[src/rtl/scan_sequencer.sv]
// -----------------------------------------------------------------------------
// scan_sequencer
//
// Boundary-scan test sequencer. It drives TMS into the TAP controller of the
// ASIC under test and keeps a 16-state mirror of that TAP. For each command it:
//   - resynchronises the TAP after reset,
//   - shifts one instruction through Shift-IR,
//   - runs a programmable number of Shift-DR scans of BSC_Reg_size bits.
// It also paces the TDI pattern generator (load) and the TDO monitor (strobe)
// so that they stay in step with the TAP.
//
// Parameters
//   BSC_Reg_size : boundary-scan register length, in DR shift cycles (>= 2)
//   IR_size      : instruction register length, in IR shift cycles (>= 2)
//   CNT_W        : width of the pattern counter
//
// Ports
//   TCK          in   test clock; all state changes on its rising edge
//   reset        in   asynchronous, active-high reset
//   start        in   command request, sampled only when idle in Run-Test/Idle
//   instr        in   instruction to shift (LSB first), latched with start
//   num_patterns in   number of DR scans, latched with start
//   compare_en   in   enables strobe for this command, latched with start
//   TMS          out  test mode select to the TAP
//   tdi_sel      out  1 = external TDI mux takes ir_TDI, 0 = TDI generator
//   ir_TDI       out  serial instruction bit
//   load         out  loads the next scan pattern into the TDI generator
//   strobe       out  TDO monitor compare window
//   busy         out  sequencer not idle
//   done         out  one-cycle completion pulse
// -----------------------------------------------------------------------------
module scan_sequencer #(
  parameter int BSC_Reg_size = 14,
  parameter int IR_size      = 3,
  parameter int CNT_W        = 8
) (
  input  logic               TCK,
  input  logic               reset,
  input  logic               start,
  input  logic [IR_size-1:0] instr,
  input  logic [CNT_W-1:0]   num_patterns,
  input  logic               compare_en,
  output logic               TMS,
  output logic               tdi_sel,
  output logic               ir_TDI,
  output logic               load,
  output logic               strobe,
  output logic               busy,
  output logic               done
);

  // Shift counter must hold values up to the longer of the two scan lengths.
  localparam int SH_MAX = (BSC_Reg_size > IR_size) ? BSC_Reg_size : IR_size;
  localparam int SH_W   = (SH_MAX > 1) ? $clog2(SH_MAX) : 1;

  localparam logic [SH_W-1:0] IR_LAST  = SH_W'(IR_size - 1);
  localparam logic [SH_W-1:0] DR_LAST  = SH_W'(BSC_Reg_size - 1);
  localparam logic [2:0]      SYNC_LEN = 3'd5;

  typedef enum logic [3:0] {
    TLR,
    RTI,
    SEL_DR,
    CAP_DR,
    SHIFT_DR,
    EXIT1_DR,
    PAUSE_DR,
    EXIT2_DR,
    UPD_DR,
    SEL_IR,
    CAP_IR,
    SHIFT_IR,
    EXIT1_IR,
    PAUSE_IR,
    EXIT2_IR,
    UPD_IR
  } tap_state_t;

  tap_state_t           state;
  tap_state_t           state_nxt;
  logic                 go;
  logic                 ir_phase;     // IR scan of the current command not yet finished
  logic [2:0]           sync_cnt;
  logic [SH_W-1:0]      sh_cnt;
  logic [CNT_W-1:0]     pat_cnt;
  logic [IR_size-1:0]   ir_shift;
  logic                 cmp_en_q;
  logic                 done_q;
  logic                 tms;
  logic                 accept;
  logic                 finish;

  // IEEE 1149.1 TAP state transition table.
  function automatic tap_state_t tap_next(input tap_state_t s, input logic t);
    tap_state_t n;
    case (s)
      TLR:      n = t ? TLR      : RTI;
      RTI:      n = t ? SEL_DR   : RTI;
      SEL_DR:   n = t ? SEL_IR   : CAP_DR;
      CAP_DR:   n = t ? EXIT1_DR : SHIFT_DR;
      SHIFT_DR: n = t ? EXIT1_DR : SHIFT_DR;
      EXIT1_DR: n = t ? UPD_DR   : PAUSE_DR;
      PAUSE_DR: n = t ? EXIT2_DR : PAUSE_DR;
      EXIT2_DR: n = t ? UPD_DR   : SHIFT_DR;
      UPD_DR:   n = t ? SEL_DR   : RTI;
      SEL_IR:   n = t ? TLR      : CAP_IR;
      CAP_IR:   n = t ? EXIT1_IR : SHIFT_IR;
      SHIFT_IR: n = t ? EXIT1_IR : SHIFT_IR;
      EXIT1_IR: n = t ? UPD_IR   : PAUSE_IR;
      PAUSE_IR: n = t ? EXIT2_IR : PAUSE_IR;
      EXIT2_IR: n = t ? UPD_IR   : SHIFT_IR;
      UPD_IR:   n = t ? SEL_DR   : RTI;
      default:  n = TLR;
    endcase
    return n;
  endfunction

  // TMS decision, next mirror state and decoded outputs. Everything here is a
  // function of registered state only, so TMS settles once per cycle.
  always_comb begin
    tms       = 1'b1;
    accept    = 1'b0;
    finish    = 1'b0;
    state_nxt = state;
    case (state)
      TLR:      tms = (sync_cnt != SYNC_LEN);
      RTI:      tms = go;
      // Select-DR is passed twice: on the way to the IR column (first visit)
      // and on the way into each DR scan.
      SEL_DR:   tms = ir_phase;
      SEL_IR:   tms = 1'b0;
      CAP_IR:   tms = 1'b0;
      SHIFT_IR: tms = (sh_cnt == IR_LAST);
      EXIT1_IR: tms = 1'b1;
      UPD_IR:   tms = (pat_cnt != '0);
      CAP_DR:   tms = 1'b0;
      SHIFT_DR: tms = (sh_cnt == DR_LAST);
      EXIT1_DR: tms = 1'b1;
      // The count is decremented on leaving Update-DR, so another scan
      // follows only if more than one pattern remains now.
      UPD_DR:   tms = (pat_cnt > CNT_W'(1));
      default:  tms = 1'b1;
    endcase
    state_nxt = tap_next(state, tms);
    accept    = (state == RTI) && !go && start;
    finish    = go && (state != RTI) && (state_nxt == RTI);

    TMS     = tms;
    tdi_sel = (state == SHIFT_IR);
    ir_TDI  = (state == SHIFT_IR) & ir_shift[0];
    load    = (state == CAP_DR);
    strobe  = cmp_en_q & ((state == EXIT1_DR) | (state == UPD_DR));
    busy    = !((state == RTI) && !go);
    done    = done_q;
  end

  // Control registers: mirror, command flags and counters.
  always_ff @(posedge TCK or posedge reset) begin
    if (reset) begin
      state    <= TLR;
      go       <= 1'b0;
      ir_phase <= 1'b0;
      sync_cnt <= 3'd0;
      sh_cnt   <= '0;
      pat_cnt  <= '0;
      done_q   <= 1'b0;
    end else begin
      state  <= state_nxt;
      done_q <= finish;

      if (accept) begin
        go       <= 1'b1;
        ir_phase <= 1'b1;
      end else if (finish) begin
        go <= 1'b0;
      end

      if (state == UPD_IR) begin
        ir_phase <= 1'b0;
      end

      // Resync counter only advances while parked in Test-Logic-Reset.
      if (state != TLR) begin
        sync_cnt <= 3'd0;
      end else if (sync_cnt != SYNC_LEN) begin
        sync_cnt <= sync_cnt + 3'd1;
      end

      if ((state == SHIFT_IR) || (state == SHIFT_DR)) begin
        sh_cnt <= sh_cnt + SH_W'(1);
      end else begin
        sh_cnt <= '0;
      end

      // Decrement gated at zero so the count can never wrap.
      if (accept) begin
        pat_cnt <= num_patterns;
      end else if ((state == UPD_DR) && (pat_cnt != '0)) begin
        pat_cnt <= pat_cnt - CNT_W'(1);
      end
    end
  end

  // Command data: instruction shifter and compare enable. Both are only
  // observed through state-gated outputs, so they need no reset.
  always_ff @(posedge TCK) begin
    if (accept) begin
      ir_shift <= instr;
      cmp_en_q <= compare_en;
    end else if (state == SHIFT_IR) begin
      ir_shift <= {1'b0, ir_shift[IR_size-1:1]};
    end
  end

endmodule

[config.mk]
export PLATFORM = sky130hd
export DESIGN_NAME = scan_sequencer
export DESIGN_NICKNAME = d
export VERILOG_FILES = /design/src/rtl/scan_sequencer.sv
export SDC_FILE = /design/constraint.sdc
export NUM_CORES = 1
export LEC_CHECK = 0
export ABC_AREA = 1
export CORE_MARGIN = 2
export CORE_UTILIZATION = 50
export CTS_CLUSTER_DIAMETER = 150
export DETAILED_ROUTE_END_ITERATION = 16
export GPL_TIMING_DRIVEN = 0
export PLACE_DENSITY = 0.84
export SETUP_SLACK_MARGIN = 0.02
export SLEW_MARGIN = 20
export SYNTH_ARGS = -nofsm -noshare
export SYNTH_HDL_FRONTEND = slang
export SYNTH_SLANG_ARGS = --single-unit
[constraint.sdc]
create_clock -name TCK -period 3.81 [get_ports TCK]
set_clock_uncertainty 0.2 [all_clocks]
set_input_delay 0.381 -clock TCK [delete_from_list [all_inputs] [get_ports TCK]]
set_output_delay 0.381 -clock TCK [all_outputs]
set_load 0.1 [all_outputs]
==> impl_summary.txt <==
----------------------------------------------------
[Floorplanning]
  Std-Cell Core Area ... 3050 µm²
  Starting density of the core ... 52.9%
  Floorplan die height ... 60.8 µm
  FP Rows ... 20
  Total die area ... 3700 µm²
  # IOs ... 22
  Horizontal die dimension ... 60.8 µm

[Routing]
  Wirelength per Cell ... 11.9 µm
  Vias ... 1447
  Post-detailed-route via-to-cell ratio ... 5.15
  Final Routed Wirelength ... 3340 µm
  DRC marker count from the first detailed-route iteration ... 58
  Post-detailed-route count of antenna-violating nets ... 0
  DRC violations left ... 0
  First-pass DRT Iterations ... 4

[STA]
  Timing-limited maximum frequency ... 298 MHz
  Fin crit share ... 88.0%
  Transition at the pin with the smallest max-transition slack ... 964 ps
  Worst relative slew slack ... 35.6%
  Shortest period the worst path allows ... 3350 ps
  Setup repair after global routing missed its margin ... false
  Setup TNS Final ... 0 ps
  Slew Viols, Final ... 0
  Final-report hold violation count ... 0
  Hold Slack ... 296 ps
  Final-report setup violation count ... 0

[GRT]
  Global-route total usage across every layer ... 21.0%
  Antenna violations before repair ... 0
  Vias in the first global route ... 1312
  Wire length of the first global-routing pass ... 5800 µm
  Total grt overflow ... 0
  Largest net degree at the start of global routing ... 23

[Logic synthesis]
  Synthesized-area fraction occupied by and/or/nand/nor cells ... 31.6%
  Dominant combinational cell family by area after synthesis ... simple AND/OR/NAND/NOR gates
  Proportion of netlist area held by the largest area contributor ... 34.1%
  FF+latch count, synth ... 26
  Mapped cell area ... 1610 µm²
  Portion of the post-synthesis area used by sequential elements ... 41.6%
  Arithmetic-cell share of the synthesized area counting full adders, half adders and majority gates ... 4.65%
  Multiplexer fraction of the synthesized cell area ... 0%
  Syn Area/Cell ... 7.61 µm²
  Compound-gate portion of the synthesized area ... 12.3%
  Most area-consuming cells after synthesis ... sky130_fd_sc_hd__dfrtp_1 (34%), sky130_fd_sc_hd__nand2_1 (12%), sky130_fd_sc_hd__edfxtp_1 (7.4%)
  Total of warnings raised by yosys ... 0
  Cells after Synth ... 212
  Synthesized net count ... 233
  Synth unique cells ... 31
  Xor and xnor area share after synthesis ... 1.63%
  Library cell with the largest summed area after synthesis ... sky130_fd_sc_hd__dfrtp_1

[Clocking]
  Clock transition at the registers of the reported paths ... 150 ps
  Number of clock buffers inserted by TritonCTS ... 3
  H-tree depth reported by CTS ... 1
  CTS tree ... built
  CTS Hold Buffers Added ... 0
  Clk root buf ... sky130_fd_sc_hd__clkbuf_4
  Number of buffers on the longest clock path ... 2
  Worst-skew pair later-pin latency ... 330 ps
  # Post-CTS Setup Buffers ... 0
  Clock sink count ... 26
  Resized Gates After CTS ... 0

[Power]
  Power density over the cells ... 835 nW/µm²
  Leakage power ... 0.917 nW
  Largest vdd supply drop ... 422 µV

[Finish]
  Commonest non-fill, non-tap cell in the layout ... sky130_fd_sc_hd__nand2_1
  Most frequent cells in the layout ... sky130_fd_sc_hd__nand2_1 (50), sky130_fd_sc_hd__nor2_1 (30), sky130_fd_sc_hd__inv_1 (22), sky130_fd_sc_hd__dfrtp_1 (22), sky130_fd_sc_hd__clkdlybuf4s50_1 (21)
  Area delta synth->final ... 19.7%
  Share of post-route cells with drive strength above 1 ... 10.5%
  Number of antenna diodes ... 0
  Count of nets after finishing ... 259

[Critical path]
  Startpoint kind of the worst setup timing path ... flip-flop
  WP data arrival ... 2770 ps
  Critical Path Sink Type ... output port
  Max Fanout on Critical Path ... 7
  Critical setup path kind ... reg2out
  Worst endpoint required time ... 3230 ps

[Outcome]
  Run status ... completed

[Place]
  Post-detail-place hpwl ... 2600 µm
  Number of port buffers ... 21
  Placer congestion estimate ... 0.910

[Hold path]
  Path type of the worst min-delay path ... in2async

[Flow run]
  Max Cap Viol ... 0

----------------------------------------------------
registers in the layout, indices dropped and copies added, names as in the netlist:
register	flops
pat_cnt	8
sh_cnt	4
state	4
ir_shift	3
sync_cnt	3
cmp_en_q	1
done	1
go	1
ir_phase	1
stage by stage:
stage	setup WS (ps)	instances	instance area (µm²)	utilization, %	power [mW]
3_5_place_dp	840	277	1880	61.6	1.42
5_1_grt	295	281	1930	63.3	1.75
2_1_floorplan	262	212	1610	-	1.20
3_3_place_gp	839	277	1880	61.6	1.39
6_report	458	281	1930	63.3	1.61
4_1_cts	454	281	1930	63.3	1.62
power by group:
part | switching, mW | leakage (nW) | internal, mW
sequential | 0.0758 | 0.317 | 0.378
combinational | 0.682 | 0.572 | 0.284
clock | 0.0860 | 0.0279 | 0.107
cell usage after synthesis (all sizes together):
| cell | count |
|---|---|
| o21ai | 17 |
| buf | 3 |
| xor2 | 1 |
| nor3 | 3 |
| inv | 28 |
| a21boi | 1 |
| nand2 | 55 |
| nand3b | 1 |
| a211oi | 1 |
| o21bai | 1 |
| o211ai | 6 |
| ha | 6 |
| o22ai | 1 |
| nor2 | 34 |
| a31oi | 1 |
| edfxtp | 4 |
| nand4 | 3 |
| a21oi | 6 |
| dfrtp | 22 |
| nand3 | 16 |
| xnor2 | 2 |
cell type report:
cell class	count	area (µm²)
fillers	283	1120
multi-input cells	155	811
flip-flops and latches	26	671
repair buffers	21	210
inverters	28	105
well taps	44	55.1
clock inverters	1	30.0
plain buffers	3	27.5
clock buffers	3	22.5
logic make-up after synthesis:
group                    count (synthesis)
AND/OR/NAND/NOR                        112
flip-flops                              26
XOR/XNOR                                 3
adder cells (fa/ha/maj)                  6
AO/OA/AOI/OAI                           34
buffers and inverters                   31
path summary, 6_finish.rpt:
check                           startpoint          end  cells past startpoint  slack (ps)
worst max-delay path              state[1]          TMS                      9         460
worst min-delay path                 reset   pat_cnt[4]                      2         300
worst max register to register    state[3]  ir_shift[0]                      6        1940
worst min register to register   sh_cnt[0]    sh_cnt[0]                      1         320
max in group asynchronous            reset     ir_phase                      2        2590
min in group TCK                 sh_cnt[0]    sh_cnt[0]                      1         320
worst max-delay path: stages (launching register included):
cell                              delay [ps]
sky130_fd_sc_hd__dfrtp_1                 480
sky130_fd_sc_hd__inv_2                   110
sky130_fd_sc_hd__nor2_1                  210
sky130_fd_sc_hd__nand3_1                 140
sky130_fd_sc_hd__nand2_1                  80
sky130_fd_sc_hd__nor2_1                   40
sky130_fd_sc_hd__nand2_1                 110
sky130_fd_sc_hd__nor2_4                   80
sky130_fd_sc_hd__inv_2                    70
sky130_fd_sc_hd__clkdlybuf4s50_1        1120
routing by layer:
metal,share of wire [%],wire length (µm),up-vias,GRT usage (%)
met1,46,1530,672,27.8
met2,50,1660,32,35.5
met5,0,0,-,0
met3,2.9,98,5,2.77
li1,-,-,738,-
met4,1.4,46,0,6.83
Note: power is estimated with default switching activity, not from simulation.
